**src/rtl/led_pattern_driver.sv**
```systemverilog
// led_pattern_driver: board LED pattern generator (off / solid / blink / PWM breathe).
// A prescaled step tick advances the blink toggle and the breathe duty ramp;
// a free-running PWM frame counter turns the latched duty into LED on-time.
// Optional build macro LED_GAMMA_EN: squares the duty at frame latch so the
// breathe ramp looks perceptually linear.
module led_pattern_driver #(
    parameter int PRESCALE = 50000,
    parameter int PWM_BITS = 8
) (
    input  logic       CLK,
    input  logic       RST,
    input  logic       EN,
    input  logic [1:0] MODE,
    output logic       LED0,
    output logic       STEP_TICK,
    output logic       PHASE_UP
);

    localparam int PW = (PRESCALE > 1) ? $clog2(PRESCALE) : 1;
    localparam logic [PW-1:0]       PRE_LAST = PW'(PRESCALE - 1);
    localparam logic [PWM_BITS-1:0] MAX      = '1;

    localparam logic [1:0] M_OFF     = 2'b00;
    localparam logic [1:0] M_SOLID   = 2'b01;
    localparam logic [1:0] M_BLINK   = 2'b10;
    localparam logic [1:0] M_BREATHE = 2'b11;

    typedef enum logic {S_DOWN = 1'b0, S_UP = 1'b1} phase_t;

    phase_t              r_state, w_state_nxt;
    logic [PW-1:0]       r_pre_cnt;
    logic [PWM_BITS-1:0] r_pwm_cnt;
    logic [PWM_BITS-1:0] r_duty, w_duty_nxt;
    logic [PWM_BITS-1:0] r_duty_act, w_duty_act_nxt;
    logic                r_blink_q;
    logic [1:0]          r_mode_q;
    logic                r_led;
    logic                r_step_tick;
    logic                w_restart;
    logic                w_step;
    logic                w_frame_end;

    // Dropping EN or switching pattern restarts everything from a clean state,
    // so a new pattern always begins at its first step.
    assign w_restart   = !EN || (MODE != r_mode_q);
    assign w_step      = (r_pre_cnt == PRE_LAST);
    assign w_frame_end = (r_pwm_cnt == MAX);

`ifdef LED_GAMMA_EN
    logic [2*PWM_BITS-1:0] w_sq;
    assign w_sq           = {{PWM_BITS{1'b0}}, w_duty_nxt} * {{PWM_BITS{1'b0}}, w_duty_nxt};
    assign w_duty_act_nxt = PWM_BITS'(w_sq >> PWM_BITS);
`else
    assign w_duty_act_nxt = w_duty_nxt;
`endif

    // Breathe ramp: next duty and direction; turning points keep duty in 0..MAX.
    always_comb begin
        w_state_nxt = r_state;
        w_duty_nxt  = r_duty;
        if (w_restart || r_mode_q != M_BREATHE) begin
            w_state_nxt = S_UP;
            w_duty_nxt  = '0;
        end else if (w_step) begin
            case (r_state)
                S_UP: begin
                    w_duty_nxt = r_duty + 1'b1;
                    if (w_duty_nxt == MAX) w_state_nxt = S_DOWN;
                end
                default: begin
                    w_duty_nxt = r_duty - 1'b1;
                    if (w_duty_nxt == '0) w_state_nxt = S_UP;
                end
            endcase
        end
    end

    // Breathe state and duty registers.
    always_ff @(posedge CLK or posedge RST) begin
        if (RST) begin
            r_state <= S_UP;
            r_duty  <= '0;
        end else begin
            r_state <= w_state_nxt;
            r_duty  <= w_duty_nxt;
        end
    end

    // Prescaler, PWM frame counter, frame-aligned duty latch, blink and LED drive.
    always_ff @(posedge CLK or posedge RST) begin
        if (RST) begin
            r_pre_cnt   <= '0;
            r_pwm_cnt   <= '0;
            r_duty_act  <= '0;
            r_blink_q   <= 1'b0;
            r_mode_q    <= M_OFF;
            r_led       <= 1'b0;
            r_step_tick <= 1'b0;
        end else begin
            r_mode_q <= MODE;
            if (w_restart) begin
                r_pre_cnt   <= '0;
                r_pwm_cnt   <= '0;
                r_duty_act  <= '0;
                r_blink_q   <= 1'b0;
                r_led       <= 1'b0;
                r_step_tick <= 1'b0;
            end else begin
                r_pre_cnt   <= w_step ? '0 : r_pre_cnt + 1'b1;
                r_pwm_cnt   <= r_pwm_cnt + 1'b1;
                r_step_tick <= w_step;
                // Duty only changes between frames, so no frame is ever cut short.
                if (w_frame_end) r_duty_act <= w_duty_act_nxt;
                if (w_step && r_mode_q == M_BLINK) r_blink_q <= ~r_blink_q;
                case (r_mode_q)
                    M_OFF:   r_led <= 1'b0;
                    M_SOLID: r_led <= 1'b1;
                    M_BLINK: r_led <= r_blink_q;
                    default: r_led <= (r_pwm_cnt < r_duty_act);
                endcase
            end
        end
    end

    assign LED0      = r_led;
    assign STEP_TICK = r_step_tick;
    assign PHASE_UP  = (r_state == S_UP);

endmodule

```
**config.mk**
```make
export PLATFORM = sky130hd
export DESIGN_NAME = led_pattern_driver
export DESIGN_NICKNAME = d
export VERILOG_FILES = /design/src/rtl/led_pattern_driver.sv
export SDC_FILE = /design/constraint.sdc
export NUM_CORES = 1
export LEC_CHECK = 0
export CORE_ASPECT_RATIO = 1.75
export CORE_MARGIN = 2
export CORE_UTILIZATION = 57
export CTS_BUF_LIST = sky130_fd_sc_hd__clkbuf_2
export CTS_CLUSTER_SIZE = 8
export DETAILED_ROUTE_END_ITERATION = 10
export PLACE_DENSITY_LB_ADDON = 0.25
export SLEW_MARGIN = 20
export SYNTH_ARGS = -nofsm -noshare
export SYNTH_HDL_FRONTEND = slang
export SYNTH_SLANG_ARGS = --single-unit
export TNS_END_PERCENT = 1
```
**constraint.sdc**
```tcl
create_clock -name CLK -period 2.15 [get_ports CLK]
set_clock_uncertainty 0.1 [all_clocks]
set_input_delay 0.3225 -clock CLK [delete_from_list [all_inputs] [get_ports CLK]]
set_output_delay 0.3225 -clock CLK [all_outputs]
set_load 0.05 [all_outputs]
```
==> results.sh <==
export IMPL_synth_main_ff_cell="sky130_fd_sc_hd__dfrtp_1"
export IMPL_worst_path_buf_inv=1
export IMPL_floorplan_io_pins=8
export IMPL_vias=1987
export IMPL_crit_chain="clkdlybuf4s50_1"
export IMPL_timing_rr_end="r_duty_act[1]"
export IMPL_cell_area_power_density_mw_per_mm2=493
export IMPL_avgSynthCellArea_um2=9.35
export IMPL_synth_area_mm2=0.00259
export IMPL_buffer_ports_inserted=7
export IMPL_final_period_utilization=0.936
export IMPL_n_fill_cell=384
export IMPL_areaGrowthSynthToFinish_pct=11.4
export IMPL_synth_lib_cells_used_distinct=47
export IMPL_dp_hpwl_um=4070
export IMPL_final_max_slew_viol_count=0
export IMPL_hold_worst_slack_ns=0.286
export IMPL_ant_nets=0
export IMPL_crit_path_end="LED0"
export IMPL_detail_route_wl_per_cell_um=15.0
export IMPL_worst_path_stages=1
export IMPL_tightestPinTransition_ns=0.507
export IMPL_clk_pin_slew_ns=0.22
export IMPL_initial_core_util=0.588
export IMPL_grt_antenna_before_repair=0
export IMPL_synth_edff_count=0
export IMPL_clock_root_buffer="sky130_fd_sc_hd__clkbuf_2"
export IMPL_design_core_area_mm2=0.00440
export IMPL_dr_first_iter_drc_count=48
export IMPL_first_global_vias=2086
export IMPL_gpl_final_weighted_congestion=0.756
export IMPL_yosys_register_bits=46
export IMPL_netlist_instances=277
export IMPL_route_final_wire_length_um=5260
export IMPL_clock_sinks=46
export IMPL_max_h_tree_level=2
export IMPL_cell_family_with_the_largest_share_of_critical_path_delay="buffers and inverters"
export IMPL_critical_path_max_fanout=1
export IMPL_post_layout_nonfiller_instances=351
export IMPL_critPathMaxStageDelay_ns=0.79
export IMPL_synth_nets=295
export IMPL_hp_class="input port to register"
export IMPL_criticalPathCategory="register to primary output"
export IMPL_startpoint="LED0"
export IMPL_worst_setup_path_start_kind="register"
export IMPL_leakagePower_uw=0.00123
export IMPL_fin_setup_tns_ns=0
export IMPL_arrival_ns=1.59
export IMPL_die_area_mm2=0.00512
export IMPL_dieWidth_um=54.9
export IMPL_clock_fmax_ghz=0.497
export IMPL_setup_viol_count_final=0
export IMPL_globalRoute_totalOverflow=0
export IMPL_synth_top_area_frac=0.435
export IMPL_yosys_area_top_type="sky130_fd_sc_hd__dfrtp_1"
export IMPL_cts_buffers=5
export IMPL_synth_warnings=0
export IMPL_cts_tree="built"
export IMPL_vdd_drop_max_mv=0.461
export IMPL_first_pass_grt_wire_length_um=9110
export IMPL_num_rows=32
export IMPL_timing_critical_path_required_ns=1.73
export IMPL_layout_nets=317
export IMPL_grt_start_max_net_pins=23
export IMPL_dpl_cell_count=342
export IMPL_status="completed"
export IMPL_worstSkewPairLatency_ns=0.41
export IMPL_synthArstFlopShare=1.00
export IMPL_cap_viol_max_count=0
export IMPL_ctsLongestPathBuffers=2
export IMPL_timing_max_slew_rel_slack=0.661
export IMPL_worst_r2r_startpoint="r_pre_cnt[0]"
export IMPL_report_final_hold_viol_count=0
export IMPL_via_per_inst=5.66
export IMPL_drc_errors_left=0
export IMPL_ys_seq_area_frac=0.445
export IMPL_rsz0062_at_grt="false"
export IMPL_drive_gt1_frac=0.143
export IMPL_endpoint_kind="primary output"
export IMPL_drt_pre_antenna_iters=4
export IMPL_finalCriticalPeriod_ns=2.01
export IMPL_ant_diodes=0
export IMPL_worst_r2r_setup_slack_ns=0.16
export IMPL_timing_reg2reg_worst_path_depth=7
export IMPL_die_y_um=93.2
export IMPL_crit_slowest_cell="sky130_fd_sc_hd__clkdlybuf4s50_1"
export IMPL_netlist_top_cells_area="sky130_fd_sc_hd__dfrtp_1, sky130_fd_sc_hd__xnor2_1, sky130_fd_sc_hd__nor2_1"
export IMPL_grt_use_total=0.244
-- cells in the mapped netlist (2+ instances only) --
cell type	count
sky130_fd_sc_hd__o31ai_2	2
sky130_fd_sc_hd__dfrtp_1	45
sky130_fd_sc_hd__mux2i_1	2
sky130_fd_sc_hd__mux2_2	4
sky130_fd_sc_hd__clkbuf_1	5
sky130_fd_sc_hd__nand4_1	7
sky130_fd_sc_hd__xor2_1	12
sky130_fd_sc_hd__nand3_1	17
sky130_fd_sc_hd__nor4b_1	2
sky130_fd_sc_hd__buf_2	4
sky130_fd_sc_hd__nor2_1	51
sky130_fd_sc_hd__nor4_1	2
sky130_fd_sc_hd__a21oi_1	9
sky130_fd_sc_hd__nor3_1	5
sky130_fd_sc_hd__nand2b_1	2
sky130_fd_sc_hd__o21ai_0	8
sky130_fd_sc_hd__and3_1	9
sky130_fd_sc_hd__inv_1	15
sky130_fd_sc_hd__nand2_1	14
sky130_fd_sc_hd__xnor2_1	22
sky130_fd_sc_hd__a31oi_1	2
sky130_fd_sc_hd__ha_1	13
-- routing by layer --
metal	GRT usage	wire length, um	vias to the layer above
li1	-	-	988
met1	0.239	1920	967
met2	0.472	3150	22
met3	0.0351	93	10
met4	0.0915	102	0
met5	0	0	-
-- flip-flops by register name (all words and copies together), names as in the netlist --
register and flops:
r_pre_cnt 16, LED0 1, r_duty_act 8, STEP_TICK 1
r_pwm_cnt 8, PHASE_UP 1, r_duty 8, r_mode_q 2
r_blink_q 1
-- where the power goes --
part	internal, uW	total (uW)	switching (uW)
logic	26.5	71.9	45.4
clock network	207	472	265
registers	872	878	5.96
-- layout make-up --
class / instances / area, um2 / share of cell area
tap: 51 / 63.8 / 0.0221
multi-input combinational: 204 / 1330 / 0.460
clock buffer: 7 / 35.0 / 0.0121
timing repair buffer: 27 / 220 / 0.0764
clock inverter: 1 / 30.0 / 0.0104
inverter: 15 / 56.3 / 0.0195
sequential: 46 / 1150 / 0.400
-- logic make-up after synthesis --
logic type,share of synthesized area
AO/OA/AOI/OAI,0.0851
XOR/XNOR,0.115
adder cells (fa/ha/maj),0.0628
buffers and inverters,0.0454
flip-flops,0.445
multiplexers,0.0251
AND/OR/NAND/NOR,0.221
-- layout by cell type (no fill, tap or decap), types with 4 or more instances in the layout --
cell / count
sky130_fd_sc_hd__nor2_1: 51
sky130_fd_sc_hd__dfrtp_1: 45
sky130_fd_sc_hd__xnor2_1: 22
sky130_fd_sc_hd__buf_4: 20
sky130_fd_sc_hd__nand3_1: 17
sky130_fd_sc_hd__nand2_1: 14
sky130_fd_sc_hd__inv_1: 14
sky130_fd_sc_hd__ha_1: 13
sky130_fd_sc_hd__xor2_1: 12
sky130_fd_sc_hd__a21oi_1: 9
sky130_fd_sc_hd__and3_1: 8
sky130_fd_sc_hd__o21ai_0: 8
sky130_fd_sc_hd__nand4_1: 7
sky130_fd_sc_hd__clkbuf_2: 7
sky130_fd_sc_hd__clkdlybuf4s50_1: 6
sky130_fd_sc_hd__nor3_1: 5
sky130_fd_sc_hd__mux2_2: 4
-- through the flow --
step / worst slack [ns] / utilization / total power [uW] / cell area [um2]
floorplan: 0.00308 / - / 933 / 2590
global placement: 0.155 / 0.636 / 963 / 2800
detailed placement: 0.106 / 0.636 / 965 / 2800
CTS: 0.102 / 0.653 / 1440 / 2880
global route: 0.0173 / 0.655 / 1480 / 2880
finish: 0.137 / 0.655 / 1420 / 2880
-- timing repair --
| item | CTS | global route |
|---|---|---|
| hold buffers | 1 | 0 |
| endpoints found under the hold margin | 6 | 0 |
| endpoints found under the setup margin | 0 | 1 |
| gates resized for setup | 0 | 2 |
| setup buffers | 0 | 0 |
-- how the worst min path moves through the flow --
| stage | from | end | slack, ns | depth (start not counted) |
|---|---|---|---|---|
| CTS | MODE[1] | r_mode_q[1] | 0.26 | 1 |
| global route | MODE[0] | r_mode_q[0] | 0.26 | 1 |
| finish | MODE[1] | r_mode_q[1] | 0.29 | 1 |
| floorplan | MODE[0] | r_mode_q[0] | 0.25 | 0 |
| detailed placement | r_duty_act[3] | r_duty_act[3] | 0.38 | 2 |
| global placement | r_duty_act[3] | r_duty_act[3] | 0.37 | 2 |
Power figures use the tool's default switching activity.
